===== config.mk =====
export PLATFORM = sky130hd
export DESIGN_NAME = contador_seq
export DESIGN_NICKNAME = d
export VERILOG_FILES = /design/src/rtl/contador_pkg.sv /design/src/rtl/rr_arb2.sv /design/src/rtl/contador_seq.sv
export SDC_FILE = /design/constraint.sdc
export NUM_CORES = 1
export LEC_CHECK = 0
export BUFFER_PORTS_ARGS = -buffer_cell sky130_fd_sc_hd__buf_2
export CAP_MARGIN = 15
export CORE_MARGIN = 2
export CORE_UTILIZATION = 48
export DETAILED_ROUTE_END_ITERATION = 8
export MAX_ROUTING_LAYER = met4
export PLACE_DENSITY_LB_ADDON = 0.25
export SLEW_MARGIN = 20
export SYNTH_ARGS = -nofsm -noshare
export SYNTH_HDL_FRONTEND = slang
export SYNTH_SLANG_ARGS = --single-unit

===== constraint.sdc =====
create_clock -name clk -period 1.93 [get_ports clk]
set_input_delay 0.386 -clock clk [delete_from_list [all_inputs] [get_ports clk]]
set_output_delay 0.386 -clock clk [all_outputs]
set_load 0.05 [all_outputs]

===== src/rtl/contador_pkg.sv =====
// contador_pkg: shared FSM state encoding and step-direction constants for contador_seq
package contador_pkg;
    typedef enum logic [2:0] {IDLE, EVAL, STEP_HI, STEP_LO, FIN, FAIL} state_t;
    localparam logic DIR_UP = 1'b1;
    localparam logic DIR_DOWN = 1'b0;
endpackage


===== src/rtl/rr_arb2.sv =====
// rr_arb2: two-way round-robin selector producing a one-hot grant
// req[1:0] in: requests; ptr in: requester favoured on contention; gnt[1:0] out: one-hot grant (0 when idle)
module rr_arb2 (
    input  logic [1:0] req,
    input  logic       ptr,
    output logic [1:0] gnt
);
    always_comb gnt = (req == 2'b11) ? (ptr ? 2'b10 : 2'b01) : req;
endmodule


===== src/rtl/contador_seq.sv =====
// contador_seq: steps an external up/down counter toward a per-requester target and acknowledges the requester
// in: clk, rst (async, high), req[1:0], tgt0/tgt1 (targets), cuenta (counter value), full, empty
// out: nxt (step strobe), dir (1 = up), gnt[1:0] (one-hot grant), ack[1:0] (done pulse), err (unreachable), busy
module contador_seq
    import contador_pkg::*;
#(
    parameter int W = 2
) (
    input  logic         clk,
    input  logic         rst,
    input  logic [1:0]   req,
    input  logic [W-1:0] tgt0,
    input  logic [W-1:0] tgt1,
    input  logic [W-1:0] cuenta,
    input  logic         full,
    input  logic         empty,
    output logic         nxt,
    output logic         dir,
    output logic [1:0]   gnt,
    output logic [1:0]   ack,
    output logic         err,
    output logic         busy
);
    state_t state_q, state_d;
    logic [W-1:0] tgt_q, tgt_d;
    logic ptr_q, ptr_d, nxt_q, nxt_d, dir_q, dir_d, err_q, err_d, busy_q, busy_d;
    logic [1:0] gnt_q, gnt_d, ack_q, ack_d, arb_gnt;

    rr_arb2 u_arb (.req(req), .ptr(ptr_q), .gnt(arb_gnt));

    // Outputs are decoded from the next state so they line up with the state they describe.
    always_comb begin
        state_d = state_q;
        tgt_d = tgt_q;
        ptr_d = ptr_q;
        dir_d = dir_q;
        gnt_d = gnt_q;
        case (state_q)
            IDLE: if (|req) begin
                state_d = EVAL;
                gnt_d = arb_gnt;
                tgt_d = arb_gnt[1] ? tgt1 : tgt0;
            end
            EVAL: if (tgt_q > cuenta) begin
                dir_d = DIR_UP;
                state_d = full ? FAIL : STEP_HI;
            end else if (tgt_q < cuenta) begin
                dir_d = DIR_DOWN;
                state_d = empty ? FAIL : STEP_HI;
            end else begin
                state_d = FIN;
            end
            STEP_HI: state_d = STEP_LO;
            STEP_LO: state_d = EVAL;
            FIN, FAIL: begin
                state_d = IDLE;
                gnt_d = 2'b00;
                // hand priority to whichever requester was not just served
                ptr_d = ~gnt_q[1];
            end
            default: state_d = IDLE;
        endcase
        nxt_d = state_d == STEP_HI;
        ack_d = (state_d == FIN || state_d == FAIL) ? gnt_d : 2'b00;
        err_d = state_d == FAIL;
        busy_d = state_d != IDLE;
    end

    always_ff @(posedge clk or posedge rst)
        if (rst) begin
            state_q <= IDLE;
            tgt_q <= '0;
            ptr_q <= 1'b0;
            nxt_q <= 1'b0;
            dir_q <= DIR_DOWN;
            gnt_q <= 2'b00;
            ack_q <= 2'b00;
            err_q <= 1'b0;
            busy_q <= 1'b0;
        end else begin
            state_q <= state_d;
            tgt_q <= tgt_d;
            ptr_q <= ptr_d;
            nxt_q <= nxt_d;
            dir_q <= dir_d;
            gnt_q <= gnt_d;
            ack_q <= ack_d;
            err_q <= err_d;
            busy_q <= busy_d;
        end

    assign nxt = nxt_q;
    assign dir = dir_q;
    assign gnt = gnt_q;
    assign ack = ack_q;
    assign err = err_q;
    assign busy = busy_q;
endmodule


==> results_dict.tcl, run 1 <==
set metrics [dict create \
    cts_inserted_buffers 3 \
    layout.cells.non_filler 103 \
    crit_type "flip-flop to flip-flop" \
    syn_to_final_growth_pct 19.68 \
    syn_avg_cell_area_um2 10.50 \
    cts_tree "done" \
    path_clk_slew_ns 0.08 \
    post_drt_wl_per_cell_um 13.09 \
    initial_core_util_pct 52.61 \
    cts_sinks 14 \
    worstPathArrival_ns 1.74 \
    ys_ff_latch 14 \
    cap_violations 0 \
    syn_area_um2 693.2 \
    fin_skew_ns 0.007467 \
    grt_max_degree 15 \
    drt-total-wl_um 1348 \
    total_power_mw 1.449 \
    fin_crit_sh_pct 81.65 \
    antenna_cells 0 \
    hold_viol_final 0 \
    cts.htree.levels 1 \
    gp_congestion 0.7822 \
    async_reset_ff_share_pct 100.0 \
    overflow 0 \
    dp_hpwl_um 1033 \
    start_kind "flip-flop" \
    vias_per_cell 5.563 \
    tns_ns 0 \
    rsz0062_at_grt "no" \
    min_period_ns 1.576 \
    synth_cells 66 \
    final_util_pct 62.96 \
    die_x_um 42 \
    drive_gt1_share_pct 30.68 \
    fmax_mhz 634.6 \
    first_pass_iters 4 \
    met1_length_um 570 \
    coreArea_um2 1318 \
    die_h_um 42 \
    topRoutingLayerUsed "met4" \
    grt_pass1_wl_um 2346 \
    root_buffer "clkbuf_4" \
    cellPowerDensity_nw_per_um2 1747 \
    slew_viol_final 0 \
    post_cts_buffers 0 \
    nets 104 \
    ys_seq_area_share_pct 50.54 \
    clock_latency_ns 0.28 \
    drt_iter0_drc 6 \
    drc 0 \
    ys.flop_type "dfrtp_1" \
    rows 13 \
    slew_headroom_pct 64.34 \
    tightestPinTransition_ns 0.5342 \
    wl_met2_um 678 \
    pre_cts_slack_ns 0.2514 \
    end_kind "flip-flop" \
    critical_path.max_fanout 3 \
    ioPinCount 20 \
    yosysUniqueCellTypes 28 \
    cts_hold_buffers 0 \
    gr-usage-all-layers_pct 18.37 \
    drtAntennaViolNets 0 \
    grt_pass1_vias 556 \
    finalSetupViolations 0 \
    dp.cells 100 \
    cts.repair.resized 0 \
    portBuffers 19 \
    ys_warn_count 0 \
    antenna_found_initial 0 \
    via_count 573 \
    hp-class "input port to async pin" \
    die_area_um2 1764 \
    setup_ws_ns 0.3542 \
    status "complete, no violations" \
    clock_path_buffers 2 \
    dr_wl_met3_um 63 \
    vdd_drop_max_mv 1.016 \
    worstPathRequired_ns 2.10 \
    power.leakage_nw 0.4351 \
    synth_fp_nets 80 \
    synth_edf_count 0 \
]
[cells in the mapped netlist (all sizes together), types with 2 or more instances]
| library cell | count | area, µm² |
|---|---|---|
| inv | 5 | 18.77 |
| nand2 | 5 | 18.77 |
| o21ai | 4 | 20.02 |
| dfrtp | 14 | 350.3 |
| nor2 | 6 | 22.52 |
| nor3 | 2 | 15.01 |
| mux2i | 2 | 20.02 |
| nor2b | 3 | 26.27 |
| ha | 2 | 25.02 |
| nand2b | 3 | 18.77 |
| a21oi | 5 | 25.02 |
| nor3b | 3 | 32.53 |
[sequential cells by signal, indices dropped and copies added, names as in the netlist]
name,flops
gnt,2
tgt_q,2
state_q,3
ack,2
dir,1
busy,1
ptr_q,1
err,1
nxt,1
[cell families (layout without fill, tap and decap cells)]
logic type      after synthesis  after routing  synth area share (%)
flops                        14             14                 50.54
buf+inv                       5             27                 2.708
fa+ha+maj                     2              2                 3.610
simple gates                 25             25                 22.20
compound gates               18             18                 18.05
mux                           2              2                 2.888
[layout by cell type (no fill, tap or decap)]
master / synthesis / layout
and2_1: 1 / 1
a21o_1: 1 / 1
o32a_1: 1 / 1
o21ai_1: 2 / 2
buf_2: 0 / 19
a31oi_1: 1 / 1
mux2i_1: 2 / 2
and2b_1: 1 / 1
o21bai_1: 1 / 1
nor2_1: 6 / 6
o211a_1: 1 / 1
ha_1: 2 / 2
o21ai_0: 2 / 2
nor2b_4: 1 / 1
nand2_1: 5 / 5
nor3_2: 1 / 1
nor4_1: 1 / 1
a21bo_1: 1 / 1
dfrtp_1: 14 / 14
nor3b_2: 2 / 2
a21oi_1: 5 / 5
nor3_1: 1 / 1
nor2b_1: 2 / 2
o21a_1: 1 / 1
a311oi_1: 1 / 1
nand2b_1: 3 / 3
o31ai_2: 1 / 1
nor3b_1: 1 / 1
clkbuf_4: 0 / 3
inv_1: 5 / 5
[through the flow]
step | hold slack [ns] | instance area (µm²)
after floorplan | 0.2752 | 693.2
after global placement | 0.4477 | 807.0
after detailed placement | 0.4491 | 807.0
after CTS | 0.1411 | 829.5
after global routing | 0.1977 | 829.5
final | 0.1267 | 829.5
[metal layers]
layer,up-vias,global-route usage (%)
met2,17,31.56
met5,-,-
li1,280,-
met4,0,11.61
met1,270,19.72
met3,6,2.586
[layout make-up]
| type | count | area, µm² |
|---|---|---|
| Sequential cell | 14 | 350.3 |
| Inverter | 5 | 18.77 |
| Tap cell | 15 | 18.77 |
| Clock buffer | 3 | 22.52 |
| Fill cell | 121 | 488.0 |
| Timing Repair Buffer | 19 | 95.09 |
| Multi-Input combinational cell | 47 | 324.1 |
[report_power, final]
part | switching (mW) | internal (mW)
clock | 0.0921 | 0.0725
sequential | 0.0989 | 0.417
combinational | 0.504 | 0.264
[worst max-delay path, stage by stage, from the launching register on]
cell      delay, ns
dfrtp_1        0.39
ha_1           0.31
nor2b_4        0.14
nor2_1         0.18
nand2_1        0.11
a311oi_1       0.33
[path summary, 6_finish.rpt]
check / from / endpoint / slack, ns / cells after the start
worst max-delay path: tgt_q[1] / state_q[0] / 0.35 / 5
worst min-delay path: rst / gnt[1] / 0.13 / 2
worst max register to register: tgt_q[1] / state_q[0] / 0.35 / 5
worst min register to register: dir / dir / 0.54 / 2
max in group asynchronous: rst / err / 1.44 / 2
min in group clk: empty / err / 0.39 / 3
Note: power is estimated with default switching activity, not from simulation.
==> run 2: changes to the inputs <==
- CORE_ASPECT_RATIO: not set -> 1.2
- CORE_UTILIZATION: 48 -> 44
- clock period: 1.93 -> 1.4 ns (I/O delays scaled with it)
==> results_dict.tcl, run 2 (same netlist as run 1, synthesis figures left out) <==
set metrics [dict create \
    syn_to_final_growth_pct 31.41 \
    layout.cells.non_filler 110 \
    initial_core_util_pct 47.35 \
    grt_pass1_vias 524 \
    worstPathArrival_ns 1.65 \
    hold_viol_final 0 \
    first_pass_iters 4 \
    vdd_drop_max_mv 1.449 \
    largest-register "state_q" \
    status "complete, but fails checks" \
    slew_viol_final 0 \
    gr-usage-all-layers_pct 18.20 \
    pwr-share-clk_pct 13.1 \
    p_sw_mw 1.029 \
    vias_per_cell 5.227 \
    cts_sinks 14 \
    drive_gt1_share_pct 38.71 \
    hp-class "input port to async pin" \
    regToRegEndpoint "state_q[0]" \
    rows 15 \
    critical_path.max_fanout 3 \
    portBuffers 19 \
    combPwrFrac_pct 55.7 \
    tns_ns -0.2153 \
    overflow 0 \
    drc 0 \
    final_util_pct 62.22 \
    topRoutingLayerUsed "met4" \
    p_int_mw 1.208 \
    final_cell_mix "19 x buf_2, 14 x dfrtp_1" \
    fin_crit_sh_pct 104.1 \
    rsz0062_at_grt "yes" \
    grt_max_degree 15 \
    cap_violations 0 \
    power.leakage_nw 0.4652 \
    post_drt_wl_per_cell_um 12.86 \
    met1_length_um 561 \
    dp.cells 105 \
    coreArea_um2 1464 \
    mostFrequentLayoutCell "buf_2" \
    drt-total-wl_um 1415 \
    dr_wl_met3_um 50 \
    pre_cts_slack_ns -0.1498 \
    setup_ws_ns -0.05762 \
    end_kind "flip-flop" \
    cts_inserted_buffers 3 \
    finalSetupViolations 5 \
    drtAntennaViolNets 0 \
    antenna_cells 0 \
    cts_hold_buffers 0 \
    reg2reg_slack_ns -0.06 \
    violations "negative setup slack" \
    die_x_um 40.23 \
    dp_hpwl_um 1033 \
    slew_headroom_pct 64.84 \
    fin_skew_ns 0.002517 \
    cellPowerDensity_nw_per_um2 2456 \
    reg2reg_depth 5 \
    ioPinCount 20 \
    worstPathRequired_ns 1.60 \
    clock_path_buffers 2 \
    hold_ws_ns 0.01578 \
    wl_met2_um 760 \
    cts_tree "done" \
    crit_path_start "tgt_q[1]" \
    netSwitchingFraction_pct 46.02 \
    largest_reg_flops 3 \
    root_buffer "clkbuf_4" \
    gp_congestion 0.7793 \
    nets 108 \
    p_seq_share_pct 31.2 \
    via_count 575 \
    min_period_ns 1.458 \
    cts.htree.levels 1 \
    antenna_found_initial 0 \
    die_h_um 47.48 \
    crit_type "flip-flop to flip-flop" \
    clock_latency_ns 0.28 \
    timing.rr.start "tgt_q[1]" \
    fmax_mhz 686.0 \
    grt_pass1_wl_um 2139 \
    drt_iter0_drc 3 \
    start_kind "flip-flop" \
    die_area_um2 1910 \
    path_clk_slew_ns 0.09 \
    tightestPinTransition_ns 0.5268 \
]
run 2: cell types whose count changed in the layout (fill, tap and decap cells not counted), sizes merged:
cell,previous run,this run
buf,19,23
clkbuf,3,4
run 2: cell type report:
type                            instances  area (µm²)
Inverter                                5       18.77
Fill cell                             127       553.0
Multi-Input combinational cell         47       359.1
Sequential cell                        14       350.3
Timing Repair Buffer                   23       125.1
Tap cell                               17       21.27
Clock buffer                            4       36.28
run 2: how the worst max path moves through the flow:
stage / endpoint / slack (ns) / cells after the start
finish: state_q[0] / -0.06 / 5
CTS: nxt / -0.09 / 5
global route: state_q[0] / -0.13 / 5
floorplan: nxt / -0.003 / 5
global placement: state_q[1] / -0.12 / 8
detailed placement: state_q[1] / -0.15 / 8
run 2: through the flow:
step	power (mW)	cell area [µm²]
finish	2.237	910.9
CTS	2.184	892.1
floorplan	1.539	693.2
global route	2.391	910.9
detailed placement	1.837	832.0
global placement	1.813	832.0
run 2: layer usage:
layer  up-vias  GRT usage (%)
li1        288              -
met1       267          18.45
met2        15          30.65
met3         5          2.791
met4         0          14.00
met5         -              -
run 2: repair_timing:
item | in CTS | in global routing
resized for setup | 3 | 2
pin swaps | 6 | 3
gates cloned | 0 | 0
setup buffers | 1 | 1
setup endpoints to repair | 7 | 6
run 2: worst max-delay path, cell delays in order, from the launching register on:
cell	delay, ns
dfrtp_1	0.42
ha_4	0.29
nor2b_4	0.16
o21bai_1	0.08
a21bo_1	0.19
a311oi_2	0.23
run 2: power groups by stage:
stage / clock (mW) / combinational (mW) / sequential [mW]
after floorplan: 0 / 0.527 / 1.01
after global placement: 0 / 1.12 / 0.695
after detailed placement: 0 / 1.14 / 0.700
after CTS: 0.296 / 1.19 / 0.697
after global routing: 0.319 / 1.35 / 0.726
final: 0.293 / 1.25 / 0.698
==> run 3: changes to the inputs <==
- CORE_MARGIN: 2 -> not set
- TNS_END_PERCENT: not set -> 50
==> results_dict.tcl, run 3 (same netlist as run 1, synthesis figures left out) <==
set metrics [dict create \
    die_area_um2 1739 \
    cap_violations 0 \
    antenna_cells 0 \
    overflow 0 \
    vias_per_cell 5.227 \
    die_x_um 38.23 \
    gp_congestion 0.7290 \
    rsz0062_at_grt "yes" \
    dp.cells 105 \
    setup_ws_ns -0.07362 \
    grt_use_met3_pct 2.941 \
    grt_pass1_wl_um 2387 \
    finalSetupViolations 6 \
    clock_path_buffers 2 \
    antenna_found_initial 0 \
    hold_viol_final 0 \
    fin_crit_sh_pct 105.3 \
    hp-class "input port to async pin" \
    slew_headroom_pct 65.53 \
    portBuffers 19 \
    start_kind "flip-flop" \
    end_kind "flip-flop" \
    fin_skew_ns 0.0004276 \
    tns_ns -0.2788 \
    worstPathArrival_ns 1.68 \
    mostFrequentLayoutCell "buf_2" \
    grt_pass1_vias 563 \
    drc 0 \
    critical_path.max_fanout 5 \
    root_buffer "clkbuf_4" \
    slew_viol_final 0 \
    multi_input_area_um2 354.1 \
    cts_hold_buffers 0 \
    initial_core_util_pct 47.97 \
    largest_reg_flops 3 \
    fmax_mhz 678.6 \
    first_pass_iters 4 \
    drive_gt1_share_pct 37.63 \
    cellPowerDensity_nw_per_um2 2442 \
    min_period_ns 1.474 \
    drt_iter0_drc 3 \
    violations "negative setup slack" \
    nets 108 \
    largest-register "state_q" \
    cts.htree.levels 1 \
    vdd_drop_max_mv 1.140 \
    cts_sinks 14 \
    power.leakage_nw 0.4647 \
    cts_tree "done" \
    tightestPinTransition_ns 0.5165 \
    die_h_um 45.48 \
    drt-total-wl_um 1379 \
    via_count 575 \
    dp_hpwl_um 1095 \
    path_clk_slew_ns 0.09 \
    global_route.usage.met1_pct 24.53 \
    clock_latency_ns 0.27 \
    syn_to_final_growth_pct 30.69 \
    ioPinCount 20 \
    fillCellCount 134 \
    status "complete, but fails checks" \
    worstPathRequired_ns 1.61 \
    grt_max_degree 15 \
    top_usage_layer "met2" \
    ff_latch_area_um2 350.3 \
    cts_inserted_buffers 3 \
    layout.cells.non_filler 110 \
    drtAntennaViolNets 0 \
    crit_type "flip-flop to flip-flop" \
    final_cell_mix "19 x buf_2, 14 x dfrtp_1" \
    post_drt_wl_per_cell_um 12.54 \
    gr-usage-all-layers_pct 20.38 \
    rows 15 \
    coreArea_um2 1445 \
    grt_util_met2_pct 34.58 \
]
## run 3: cell count changes in the layout (fill, tap and decap cells not counted)
cell / before / now
nor3_1: 0 / 1
nor3_2: 2 / 1
## run 3: per-stage QoR
step	setup WS [ns]	utilization, %	instance area [µm²]	power (mW)	hold WS [ns]
after global routing	-0.1131	62.68	905.9	2.387	0.06676
after detailed placement	-0.1366	57.58	832.0	1.847	0.3368
after floorplan	-0.002725	-	693.2	1.539	0.1692
after CTS	-0.07749	62.25	899.6	2.206	0.04381
after global placement	-0.1001	57.58	832.0	1.808	0.3426
final	-0.07362	62.68	905.9	2.212	0.02821
## run 3: what timing repair did
action,CTS,global route
resized for setup,3,1
setup buffers,1,0
endpoints found under the setup margin,6,7
pin swaps,4,1
gates cloned,0,0
## run 3: worst max-delay path, stage by stage (launching register included)
cell and delay, ns:
dfrtp_1 0.41, ha_4 0.22, nor2b_4 0.13, o32a_1 0.38, o31ai_4 0.10, and2_1 0.17
## run 3: power by group
part | internal [mW] | leakage [nW] | switching (mW) | total [mW]
Sequential | 0.575 | 0.173 | 0.126 | 0.701
Combinational | 0.469 | 0.270 | 0.758 | 1.23
Clock | 0.158 | 0.0210 | 0.126 | 0.284
Total | 1.20 | 0.465 | 1.01 | 2.21
## run 3: path summary, 6_finish.rpt
check / from / endpoint / slack [ns] / cells after the start
worst max register to register: tgt_q[1] / nxt / -0.07 / 5
worst min-delay path: rst / ack[1] / 0.03 / 2
max in group asynchronous: rst / tgt_q[0] / 1.03 / 2
worst min register to register: tgt_q[0] / tgt_q[0] / 0.56 / 2
worst max-delay path: tgt_q[1] / nxt / -0.07 / 5
min in group clk: req[0] / busy / 0.32 / 3
## run 3: cell type report
type / count / area share [%]
clock buffers: 4 / 4.006
inverters: 5 / 2.072
multi-input cells: 47 / 39.09
flip-flops and latches: 14 / 38.67
well taps: 17 / 2.348
repair buffers: 23 / 13.81
## run 3: per-layer routing
layer | vias to the layer above | wire, µm
met5 | - | 0
met4 | 0 | 10
met3 | 2 | 47
met2 | 13 | 741
met1 | 274 | 579
li1 | 286 | -
